===== config.mk =====
export PLATFORM = sky130hd
export DESIGN_NAME = hall_decoder
export DESIGN_NICKNAME = d
export VERILOG_FILES = /design/src/rtl/hall_decoder.sv
export SDC_FILE = /design/constraint.sdc
export NUM_CORES = 1
export LEC_CHECK = 0
export CORE_MARGIN = 1
export CORE_UTILIZATION = 56
export DETAILED_ROUTE_END_ITERATION = 8
export PLACE_DENSITY = 0.8
export SYNTH_ARGS = -nofsm -noshare
export SYNTH_HDL_FRONTEND = slang
export SYNTH_SLANG_ARGS = --single-unit

===== constraint.sdc =====
create_clock -name CLK -period 14.8 [get_ports CLK]
set_input_delay 2.96 -clock CLK [delete_from_list [all_inputs] [get_ports CLK]]
set_output_delay 2.96 -clock CLK [all_outputs]
set_load 0.01 [all_outputs]

===== src/rtl/hall_decoder.sv =====
// BLDC hall sensor front end: synchronise, debounce and decode the 6-step sector,
// then track direction, signed position, step period, stalls and illegal codes.
module hall_decoder #(
  parameter int DEBOUNCE_CYCLES = 16,
  parameter int COUNT_WIDTH     = 24,
  parameter int PERIOD_WIDTH    = 24,
  parameter int TIMEOUT         = 16000000
) (
  input  logic                          CLK,
  input  logic                          reset,
  input  logic                          hall1,
  input  logic                          hall2,
  input  logic                          hall3,
  output logic [2:0]                    sector,
  output logic                          sector_valid,
  output logic                          direction,
  output logic                          step_strobe,
  output logic signed [COUNT_WIDTH-1:0] position,
  output logic [PERIOD_WIDTH-1:0]       period,
  output logic                          period_valid,
  output logic                          stalled,
  output logic                          hall_error,
  output logic                          skip_error
);

  localparam int                    DB_W   = $clog2(DEBOUNCE_CYCLES + 1);
  localparam logic [DB_W-1:0]       DB_MAX = DB_W'(DEBOUNCE_CYCLES);
  localparam logic [DB_W-1:0]       DB_ACC = DB_W'(DEBOUNCE_CYCLES - 1);
  localparam logic [PERIOD_WIDTH-1:0] TO_C = PERIOD_WIDTH'(TIMEOUT);

  typedef enum logic [1:0] {S_INIT, S_RUN, S_FAULT} state_t;

  logic [2:0]                    sync1_q, sync2_q, prev_q, acc_q, acc_d;
  logic [DB_W-1:0]               db_cnt_q, db_cnt_d;
  logic                          accept;
  state_t                        state_q, state_d;
  logic [2:0]                    sector_q, sector_d;
  logic                          sec_valid_q, sec_valid_d;
  logic                          dir_q, dir_d;
  logic                          strobe_q, strobe_d;
  logic signed [COUNT_WIDTH-1:0] pos_q, pos_d;
  logic [PERIOD_WIDTH-1:0]       period_q, period_d;
  logic [PERIOD_WIDTH-1:0]       per_cnt_q, per_cnt_d;
  logic                          per_valid_q, per_valid_d;
  logic                          have_dir_q, have_dir_d;
  logic                          stalled_q, stalled_d;
  logic                          herr_q, herr_d;
  logic                          skip_q, skip_d;
  logic [3:0]                    dec;
  logic [3:0]                    diff;
  logic                          step_fwd, step_rev;

  // Returns {legal, sector}; 000 and 111 are the only illegal codes.
  function automatic logic [3:0] sector_of(input logic [2:0] code);
    case (code)
      3'b101:  return 4'b1_000;
      3'b100:  return 4'b1_001;
      3'b110:  return 4'b1_010;
      3'b010:  return 4'b1_011;
      3'b011:  return 4'b1_100;
      3'b001:  return 4'b1_101;
      default: return 4'b0_000;
    endcase
  endfunction

  function automatic logic [PERIOD_WIDTH-1:0] sat_inc(input logic [PERIOD_WIDTH-1:0] v);
    return (v >= TO_C) ? TO_C : v + 1'b1;
  endfunction

  always_comb begin
    db_cnt_d = db_cnt_q;
    if (sync2_q != prev_q)
      db_cnt_d = '0;
    else if (db_cnt_q != DB_MAX)
      db_cnt_d = db_cnt_q + 1'b1;
    accept = (sync2_q == prev_q) && (db_cnt_q >= DB_ACC) && (sync2_q != acc_q);
    acc_d  = accept ? sync2_q : acc_q;
  end

  always_comb begin
    state_d     = state_q;
    sector_d    = sector_q;
    sec_valid_d = sec_valid_q;
    dir_d       = dir_q;
    strobe_d    = 1'b0;
    pos_d       = pos_q;
    period_d    = period_q;
    per_cnt_d   = sat_inc(per_cnt_q);
    per_valid_d = per_valid_q;
    have_dir_d  = have_dir_q;
    stalled_d   = stalled_q;
    herr_d      = herr_q;
    skip_d      = 1'b0;
    step_fwd    = 1'b0;
    step_rev    = 1'b0;
    dec         = sector_of(sync2_q);
    diff        = {1'b0, dec[2:0]} + 4'd6 - {1'b0, sector_q};
    if (diff >= 4'd6)
      diff = diff - 4'd6;

    if (accept) begin
      if (!dec[3]) begin
        herr_d      = 1'b1;
        sec_valid_d = 1'b0;
        state_d     = S_FAULT;
      end else if (state_q == S_INIT) begin
        sector_d    = dec[2:0];
        sec_valid_d = 1'b1;
        state_d     = S_RUN;
      end else begin
        // FAULT recovery is judged against the sector held through the fault.
        herr_d      = 1'b0;
        sec_valid_d = 1'b1;
        sector_d    = dec[2:0];
        state_d     = S_RUN;
        case (diff)
          4'd0: ;
          4'd1: step_fwd = 1'b1;
          4'd5: step_rev = 1'b1;
          default: begin
            skip_d      = 1'b1;
            per_valid_d = 1'b0;
            have_dir_d  = 1'b0;
            per_cnt_d   = PERIOD_WIDTH'(1);
          end
        endcase
      end
    end

    // A step wins over a simultaneous timeout, so stalled never rises with it.
    if (step_fwd || step_rev) begin
      strobe_d    = 1'b1;
      dir_d       = step_rev;
      pos_d       = step_rev ? pos_q - COUNT_WIDTH'(1) : pos_q + COUNT_WIDTH'(1);
      period_d    = per_cnt_q;
      per_valid_d = have_dir_q && (dir_q == step_rev);
      have_dir_d  = 1'b1;
      per_cnt_d   = PERIOD_WIDTH'(1);
      stalled_d   = 1'b0;
    end else if (per_cnt_q >= TO_C) begin
      stalled_d   = 1'b1;
      per_valid_d = 1'b0;
      have_dir_d  = 1'b0;
    end
  end

  always_ff @(posedge CLK or posedge reset) begin
    if (reset) begin
      sync1_q     <= '0;
      sync2_q     <= '0;
      prev_q      <= '0;
      acc_q       <= '0;
      db_cnt_q    <= '0;
      state_q     <= S_INIT;
      sector_q    <= '0;
      sec_valid_q <= 1'b0;
      dir_q       <= 1'b0;
      strobe_q    <= 1'b0;
      pos_q       <= '0;
      period_q    <= '0;
      per_cnt_q   <= '0;
      per_valid_q <= 1'b0;
      have_dir_q  <= 1'b0;
      stalled_q   <= 1'b0;
      herr_q      <= 1'b0;
      skip_q      <= 1'b0;
    end else begin
      // Stage boundary: raw pins -> two-flop synchroniser -> debounce history.
      sync1_q     <= {hall1, hall2, hall3};
      sync2_q     <= sync1_q;
      prev_q      <= sync2_q;
      acc_q       <= acc_d;
      db_cnt_q    <= db_cnt_d;
      state_q     <= state_d;
      sector_q    <= sector_d;
      sec_valid_q <= sec_valid_d;
      dir_q       <= dir_d;
      strobe_q    <= strobe_d;
      pos_q       <= pos_d;
      period_q    <= period_d;
      per_cnt_q   <= per_cnt_d;
      per_valid_q <= per_valid_d;
      have_dir_q  <= have_dir_d;
      stalled_q   <= stalled_d;
      herr_q      <= herr_d;
      skip_q      <= skip_d;
    end
  end

  assign sector       = sector_q;
  assign sector_valid = sec_valid_q;
  assign direction    = dir_q;
  assign step_strobe  = strobe_q;
  assign position     = pos_q;
  assign period       = period_q;
  assign period_valid = per_valid_q;
  assign stalled      = stalled_q;
  assign hall_error   = herr_q;
  assign skip_error   = skip_q;

endmodule


==> results by group, run 1 <==
Status
  – Status: finished, final reports clean

Timing
  – Relative slew slack: 43.3%
  – TNS Setup: 0 ns
  – Final Setup Violations: 0
  – Pins Over Slew Limit: 0
  – Worst Clk Skew: 0.0105 ns
  – Hold Vio Cnt, Final: 0
  – RSZ-0062 raised after global routing: no
  – Worst slew pin tran: 0.850 ns
  – Final Cycle Share: 35.2%
  – Minimum clock period: 5.21 ns
  – Max Fclk: 0.192 GHz
  – Final worst slack: between 9 and 10 ns

Layout
  – Final Instance Area: 6470 um^2
  – Layout cell share with drive strength beyond 1: under 10%
  – Final nets: around 700
  – Synth-to-Final Area Change: 15.8%
  – Leading cell type in the layout, fill and taps excluded: nand2_1
  – Fillcell total: roughly 800
  – Most frequent cells in the layout: nand2_1, dfrtp_1, clkdlybuf4s50_1
  – ANT cells: 0

Worst hold path
  – Worst hold start: sync1_q[2]$_DFF_PP0_
  – Hold Crit Class: register to register
  – Worst hold stages: 0
  – Hold Path End: sync2_q[2]$_DFF_PP0_

Clock tree
  – CTS root buffer: clkbuf_8
  – Clk Latency, worst-skew pair: roughly 0.37 ns
  – Post-CTS setup buffer count: 0
  – CTS Sinks: slightly above 100
  – Max clock buf depth: 2
  – Post-CTS Resized: 0
  – Worst-path clk slew: 0.10 ns
  – CTS H-tree lvls: 3
  – CTS Buf Count: 9
  – CTS tree: done
  – Hold buffer count at cts: 0

Place
  – Placed Area: around 6300 um^2
  – Setup WS pre-CTS: 9.66 ns
  – PortBufs: 62
  – Post-DP HPWL: 8.52 mm
  – RePlAce Congestion: 0.924

Floorplanning
  – Die W: 102 um
  – Area of the core: approximately 9700 um^2
  – Row cnt: 36
  – # IOs: 63
  – Initial Utilization: 57.4%
  – Die Height: 102 um
  – Die area: 10400 um^2

Worst setup path
  – Critical Path AT: 5.43 ns
  – Flop-to-flop setup slack: 9.59 ns
  – Crit path required time: 15.02 ns
  – FF-to-FF End: position[23]$_DFFE_PP0N_
  – FF-to-FF path depth: 19
  – FF-to-FF Start: sync2_q[1]$_DFF_PP0_
  – Crit. End Element: register
  – Crit-path max FO: 25
  – CP startpoint kind: register
  – Worst Setup Path Type: register to register

Synth
  – Flip-flop and latch count after synthesis: 101
  – Seq/Total Area, Yosys: 45.2%
  – Primary FF master, synth: dfrtp_1
  – Largest area contributor in the netlist: dfrtp_1
  – Synth Instances: slightly above 600
  – Synth unique cells: 56
  – Synth area leaders: dfrtp_1, nand2_1, ha_1
  – Top-area cell type share of the netlist area: 45.2%
  – Syn Nets: 647
  – Post-synth EDFFs: 0
  – FFs w/ async S/R, synth: 100%
  – Synth Warn #: 0
  – Mean Syn Cell Area: approximately 9.2 um^2
  – Synth Cell Area: 5590 um^2

Detailed routing
  – DRC viols: 0
  – Vias/cell: 5.63
  – Antenna-violating nets left: 0
  – Number of DRC markers in iteration 0: 158
  – DR vias: 4494
  – 1st-pass router iterations: 6
  – Routed len/inst: 15.3 um
  – Drt total wl: 12.2 mm

Power and ir drop
  – Internal power: roughly 350 uW
  – Flop pwr share: 59.7%
  – NetSw: 119 uW
  – Max IR drop VDD: 0.0433 mV
  – Clock Power Share: 36.1%
  – Combinational Power Share: 4.2%
  – Power Density: around 72 nW/um^2
  – Leak: 0.00296 uW
  – Switching fraction of total power: 25.5%
  – Tot Pwr: 467 uW

Global route
  – First-pass GRT wire length: a little over 20 mm
  – Vias in the first global route: 4480
  – GRT Util Overall: 25.4%
  – Initial antenna violation count: 0
  – Largest net degree at the start of global routing: 74
  – GR Overflow Total: 0

Run
  – Max-Cap Viols: 0
synthesized netlist by cell type, types with 4 or more instances:
master	n
nand2_1	124
dfrtp_1	101
o21ai_0	39
nor2_1	35
a21oi_1	34
ha_1	32
inv_1	29
xor2_1	23
xnor2_1	22
nand3_1	15
nor3_1	15
clkbuf_1	11
and3_1	10
nand4_1	10
buf_2	9
a21o_1	6
o211ai_1	6
o31ai_1	6
mux2i_1	5
nor4_1	5
o21a_1	5
a21boi_0	4
a31o_2	4
a31oi_1	4
o2111ai_1	4
through the flow:
stage                     util (%)  instances  hold WS (ns)
after global placement        64.6        782         0.338
after detailed placement      64.6        782         0.340
after CTS                     66.5        798         0.364
after global routing          66.5        798         0.377
final                         66.5        798         0.361
after floorplan                  -        608         0.331
how the worst max path moves through the flow:
stage,cells past startpoint,slack [ns],to,from
final,19,9.59,position[23]$_DFFE_PP0N_,sync2_q[1]$_DFF_PP0_
after global routing,19,9.13,position[20]$_DFFE_PP0N_,sync2_q[1]$_DFF_PP0_
after CTS,19,9.66,position[20]$_DFFE_PP0N_,sync2_q[1]$_DFF_PP0_
after detailed placement,19,9.66,position[20]$_DFFE_PP0N_,sync2_q[1]$_DFF_PP0_
after global placement,19,9.88,position[20]$_DFFE_PP0N_,sync2_q[1]$_DFF_PP0_
after floorplan,1,9.19,acc_q[0]$_DFFE_PP0P_,reset
per-layer routing:
| metal | part of all wire, % | vias up | track usage, % |
|---|---|---|---|
| met1 | 45 | 2161 | 33.3 |
| met5 | 0 | - | 0 |
| met4 | 1.6 | 0 | 8.68 |
| met3 | 3.5 | 18 | 3.35 |
| met2 | 50 | 102 | 43.8 |
| li1 | - | 2213 | - |
state kept, by name, summed over array words and instances (netlist names):
| register | cells |
|---|---|
| acc_q | 3 |
| db_cnt_q | 5 |
| direction | 1 |
| hall_error | 1 |
| have_dir_q | 1 |
| per_cnt_q | 24 |
| period | 24 |
| period_valid | 1 |
| position | 24 |
| prev_q | 3 |
| sector | 3 |
| skip_error | 1 |
| stalled | 1 |
| state_q | 2 |
| step_strobe | 1 |
| sync1_q | 3 |
| sync2_q | 3 |
area by class of cell:
type | count | area (um^2) | area share [%]
inverters | 30 | 115 | 1.78
repair buffers | 65 | 643 | 9.94
multi-input cells | 453 | 2830 | 43.7
clock buffers | 10 | 128 | 1.97
flip-flops and latches | 101 | 2530 | 39.1
well taps | 133 | 166 | 2.57
clock inverters | 6 | 60.1 | 0.928
power by group through the flow:
stage               Combinational [uW]  Sequential [uW]  Clock, uW
finish                            19.8              279        169
floorplan                         16.1              283          0
detailed placement                20.0              284          0
CTS                               20.2              279        173
global placement                  19.0              284          0
global route                      22.7              279        182
cells by family after synthesis:
group,Yosys count,synth area share [%]
AND/OR/NAND/NOR,236,19.0
AO/OA/AOI/OAI,129,14.9
flip-flops,101,45.2
buffers and inverters,54,4.16
XOR/XNOR,46,7.34
adder cells (fa/ha/maj),34,7.88
multiplexers,8,1.50
worst max-delay path, cell delays in order (launching register included):
cell	delay, ns
dfrtp_1	0.50
xor2_1	0.20
o21ai_0	0.20
ha_1	0.18
inv_1	0.04
ha_1	0.18
fa_1	0.60
ha_1	0.25
nand2b_1	0.14
mux2i_1	0.08
a31oi_1	0.31
nor2_1	0.07
buf_4	0.24
ha_1	0.41
nand2_1	0.11
or3b_2	0.51
a21o_1	0.24
a31o_2	0.27
o311ai_0	0.37
o2111ai_1	0.16
Power figures use the tool's default switching activity.
==> inputs of run 2 (changes only) <==
--- a/config.mk
+++ b/config.mk
@@ -6,9 +6,9 @@
 export NUM_CORES = 1
 export LEC_CHECK = 0
 export CORE_MARGIN = 1
-export CORE_UTILIZATION = 56
+export CORE_UTILIZATION = 51
 export DETAILED_ROUTE_END_ITERATION = 8
-export PLACE_DENSITY = 0.8
+export PLACE_DENSITY = 0.76
 export SYNTH_ARGS = -nofsm -noshare
 export SYNTH_HDL_FRONTEND = slang
 export SYNTH_SLANG_ARGS = --single-unit
==> constraint.sdc (replaced) <==
create_clock -name CLK -period 4.2 [get_ports CLK]
set_input_delay 0.84 -clock CLK [delete_from_list [all_inputs] [get_ports CLK]]
set_output_delay 0.84 -clock CLK [all_outputs]
set_load 0.01 [all_outputs]
==> results by group, run 2 (synthesis gave the netlist of run 1 again) <==
Worst setup path
  – Crit path from: sync2_q[1]$_DFF_PP0_
  – CP startpoint kind: register
  – Crit-path max FO: 6 (-76%)
  – FF-to-FF Start: sync2_q[1]$_DFF_PP0_
  – FF-to-FF End: position[22]$_DFFE_PP0N_
  – Slowest cell on the critical path: fa_2
  – Worst Setup Path Type: register to register
  – Worst path cell trace: o21ai_0 > o21ai_2 > ha_2 > inv_2 > ha_4 > fa_2 > ha_4 > nand2b_4 > mux2i_4 > a31oi_4 > nor2_4 > buf_6 > ha_4 > a21oi_2 > o211ai_1 > a211oi_4 > nor4b_2 > or4_1 > nand3_1
  – Largest stage delay, worst path: 0.47 ns (-0.13 ns)
  – Critical Path AT: 4.81 ns (-0.62 ns)
  – FF-to-FF path depth: 19 (unchanged)
  – Crit. End Element: register
  – Crit path to: position[22]$_DFFE_PP0N_
  – Worst path most repeated cell: ha_4
  – Flop-to-flop setup slack: -0.31 ns (-9.90 ns)
  – Crit path required time: 4.50 ns (-10.52 ns)

Floorplanning
  – Row cnt: 37 (+2.8%)
  – # IOs: 63 (unchanged)
  – Die Height: 107 um (+4.7%)
  – Die area: 11400 um^2 (+9.6%)
  – Die W: 107 um (+4.7%)
  – Initial Utilization: 53.4% (-4.0 points)
  – Area of the core: 10500 um^2 (+7.5%)

Global route
  – Vias in the first global route: 5124 (+14%)
  – GR Overflow Total: 0 (unchanged)
  – Initial antenna violation count: 0 (unchanged)
  – First-pass GRT wire length: 23.9 mm (+15%)
  – GRT Util Overall: 26.2% (+0.81 points)
  – Largest net degree at the start of global routing: 66 (-11%)

Place
  – PortBufs: 62 (unchanged)
  – Post-DP HPWL: 9.50 mm (+11%)
  – Placed cell count: 858 (+9.7%)
  – RePlAce Congestion: 0.921 (-0.35%)
  – Setup WS pre-CTS: -0.467 ns (-10.13 ns)
  – Placed Area: 6960 um^2 (+11%)

Timing
  – RSZ-0062 raised after global routing: yes
  – Max Fclk: 0.222 GHz (+16%)
  – Minimum clock period: 4.51 ns (-0.702 ns)
  – Hold Slack: 0.352 ns (-0.00909 ns)
  – Worst slew pin tran: 0.773 ns (-0.0775 ns)
  – Worst Clk Skew: 0.00976 ns (-0.000741 ns)
  – Relative slew slack: 48.5% (+5.2 points)
  – Pins Over Slew Limit: 0 (unchanged)
  – TNS Setup: -2.86 ns (-2.86 ns)
  – Final worst slack: -0.310 ns (-9.90 ns)
  – Hold Vio Cnt, Final: 0 (unchanged)
  – Final Cycle Share: 107% (+72 points)
  – Final Setup Violations: 15 (+15)

Detailed routing
  – Drt total wl: 15.1 mm (+24%)
  – 1st-pass router iterations: 5 (-1)
  – Antenna-violating nets left: 0 (unchanged)
  – DR vias: 5131 (+14%)
  – Routed len/inst: 16.9 um (+10%)
  – Vias/cell: 5.71 (+1.5%)
  – DRC viols: 0 (unchanged)
  – Number of DRC markers in iteration 0: 346 (+120%)

Layout
  – Final nets: 796 (+14%)
  – Leading cell type in the layout, fill and taps excluded: nand2_1
  – ANT cells: 0 (unchanged)
  – Final Instance Area: 7700 um^2 (+19%)
  – Fillcell total: 750 (-8.9%)
  – Fin cells: 898 (+13%)
  – Most frequent cells in the layout: nand2_1, dfrtp_1, buf_4
  – Synth-to-Final Area Change: 37.8%
  – Layout cell share with drive strength beyond 1: 24.7% (+20 points)

Power and ir drop
  – NetSw: 419 uW (+250%)
  – Power Density: 224 nW/um^2 (+210%)
  – Internal power: 1310 uW (+280%)
  – Max IR drop VDD: 0.153 mV (+250%)
  – Switching fraction of total power: 24.3% (-1.2 points)
  – Leak: 0.00348 uW (+18%)
  – Clock Power Share: 36.4% (+0.3 points)
  – Combinational Power Share: 6.8% (+2.6 points)
  – Flop pwr share: 56.8% (-2.9 points)

Worst hold path
  – Hold Crit Class: register to register

Status
  – Status: complete, but fails checks
  – Violated checks: negative setup slack

Run
  – Max-Cap Viols: 0 (unchanged)

Clock tree
  – CTS tree: done
  – CTS H-tree lvls: 3 (unchanged)
  – Worst-path clk slew: 0.10 ns (about the same)
  – Clk Latency, worst-skew pair: 0.37 ns (about the same)
  – CTS root buffer: clkbuf_8
  – Max clock buf depth: 2 (unchanged)
  – CTS Buf Count: 9 (unchanged)
  – CTS Sinks: 101 (unchanged)
-- run 2: final cells by class --
class                   count  area [um^2]  area share, %
clock buffers              11          131           1.71
clock inverters             5         57.6          0.747
inverters                  30          115           1.49
multi-input cells         454         3290           42.7
flip-flops and latches    101         2530           32.8
well taps                 136          170           2.21
repair buffers            161         1410           18.3
-- run 2: worst min path at each step --
stage / cells past startpoint / startpoint / slack (ns) / to
4_1_cts: 0 / sync1_q[2]$_DFF_PP0_ / 0.36 / sync2_q[2]$_DFF_PP0_
3_3_place_gp: 0 / sync1_q[1]$_DFF_PP0_ / 0.34 / sync2_q[1]$_DFF_PP0_
3_5_place_dp: 0 / sync1_q[2]$_DFF_PP0_ / 0.34 / sync2_q[2]$_DFF_PP0_
5_1_grt: 0 / sync1_q[2]$_DFF_PP0_ / 0.37 / sync2_q[2]$_DFF_PP0_
6_report: 0 / sync1_q[2]$_DFF_PP0_ / 0.35 / sync2_q[2]$_DFF_PP0_
2_1_floorplan: 0 / sync1_q[0]$_DFF_PP0_ / 0.33 / sync2_q[0]$_DFF_PP0_
-- run 2: per-layer routing --
layer | GRT usage [%] | wire (um) | vias up
met1 | 33.1 | 6280 | 2494
li1 | - | - | 2413
met5 | 0 | 0 | -
met3 | 4.19 | 692 | 47
met2 | 45.3 | 7680 | 177
met4 | 9.69 | 491 | 0
-- run 2: power by group through the flow --
stage	clock (uW)	combinational [uW]	sequential, uW
finish	628	118	981
global route	680	128	982
CTS	639	108	981
detailed placement	0	91.6	1000
global placement	0	87.1	999
floorplan	0	63.7	999
-- run 2: what timing repair did --
action,CTS,global route
hold buffers,0,0
setup buffers,12,11
gates resized for setup,40,31
gates cloned,1,0
setup endpoints to repair,18,19
pin swaps,21,17
-- run 2: critical path: cells and delay by family (launching register included) --
family / cells / cell delay (ns)
adder cells (fa/ha/maj): 5 / 1.18
AND/OR/NAND/NOR: 5 / 1.05
buffers and inverters: 2 / 0.21
flip-flops: 1 / 0.43
AO/OA/AOI/OAI: 6 / 1.38
multiplexers: 1 / 0.17
-- run 2: stage by stage --
step / total power (uW) / util (%)
2_1_floorplan: 1060 / -
3_3_place_gp: 1090 / 66.5
3_5_place_dp: 1090 / 66.5
4_1_cts: 1730 / 71.6
5_1_grt: 1790 / 73.6
6_report: 1730 / 73.6
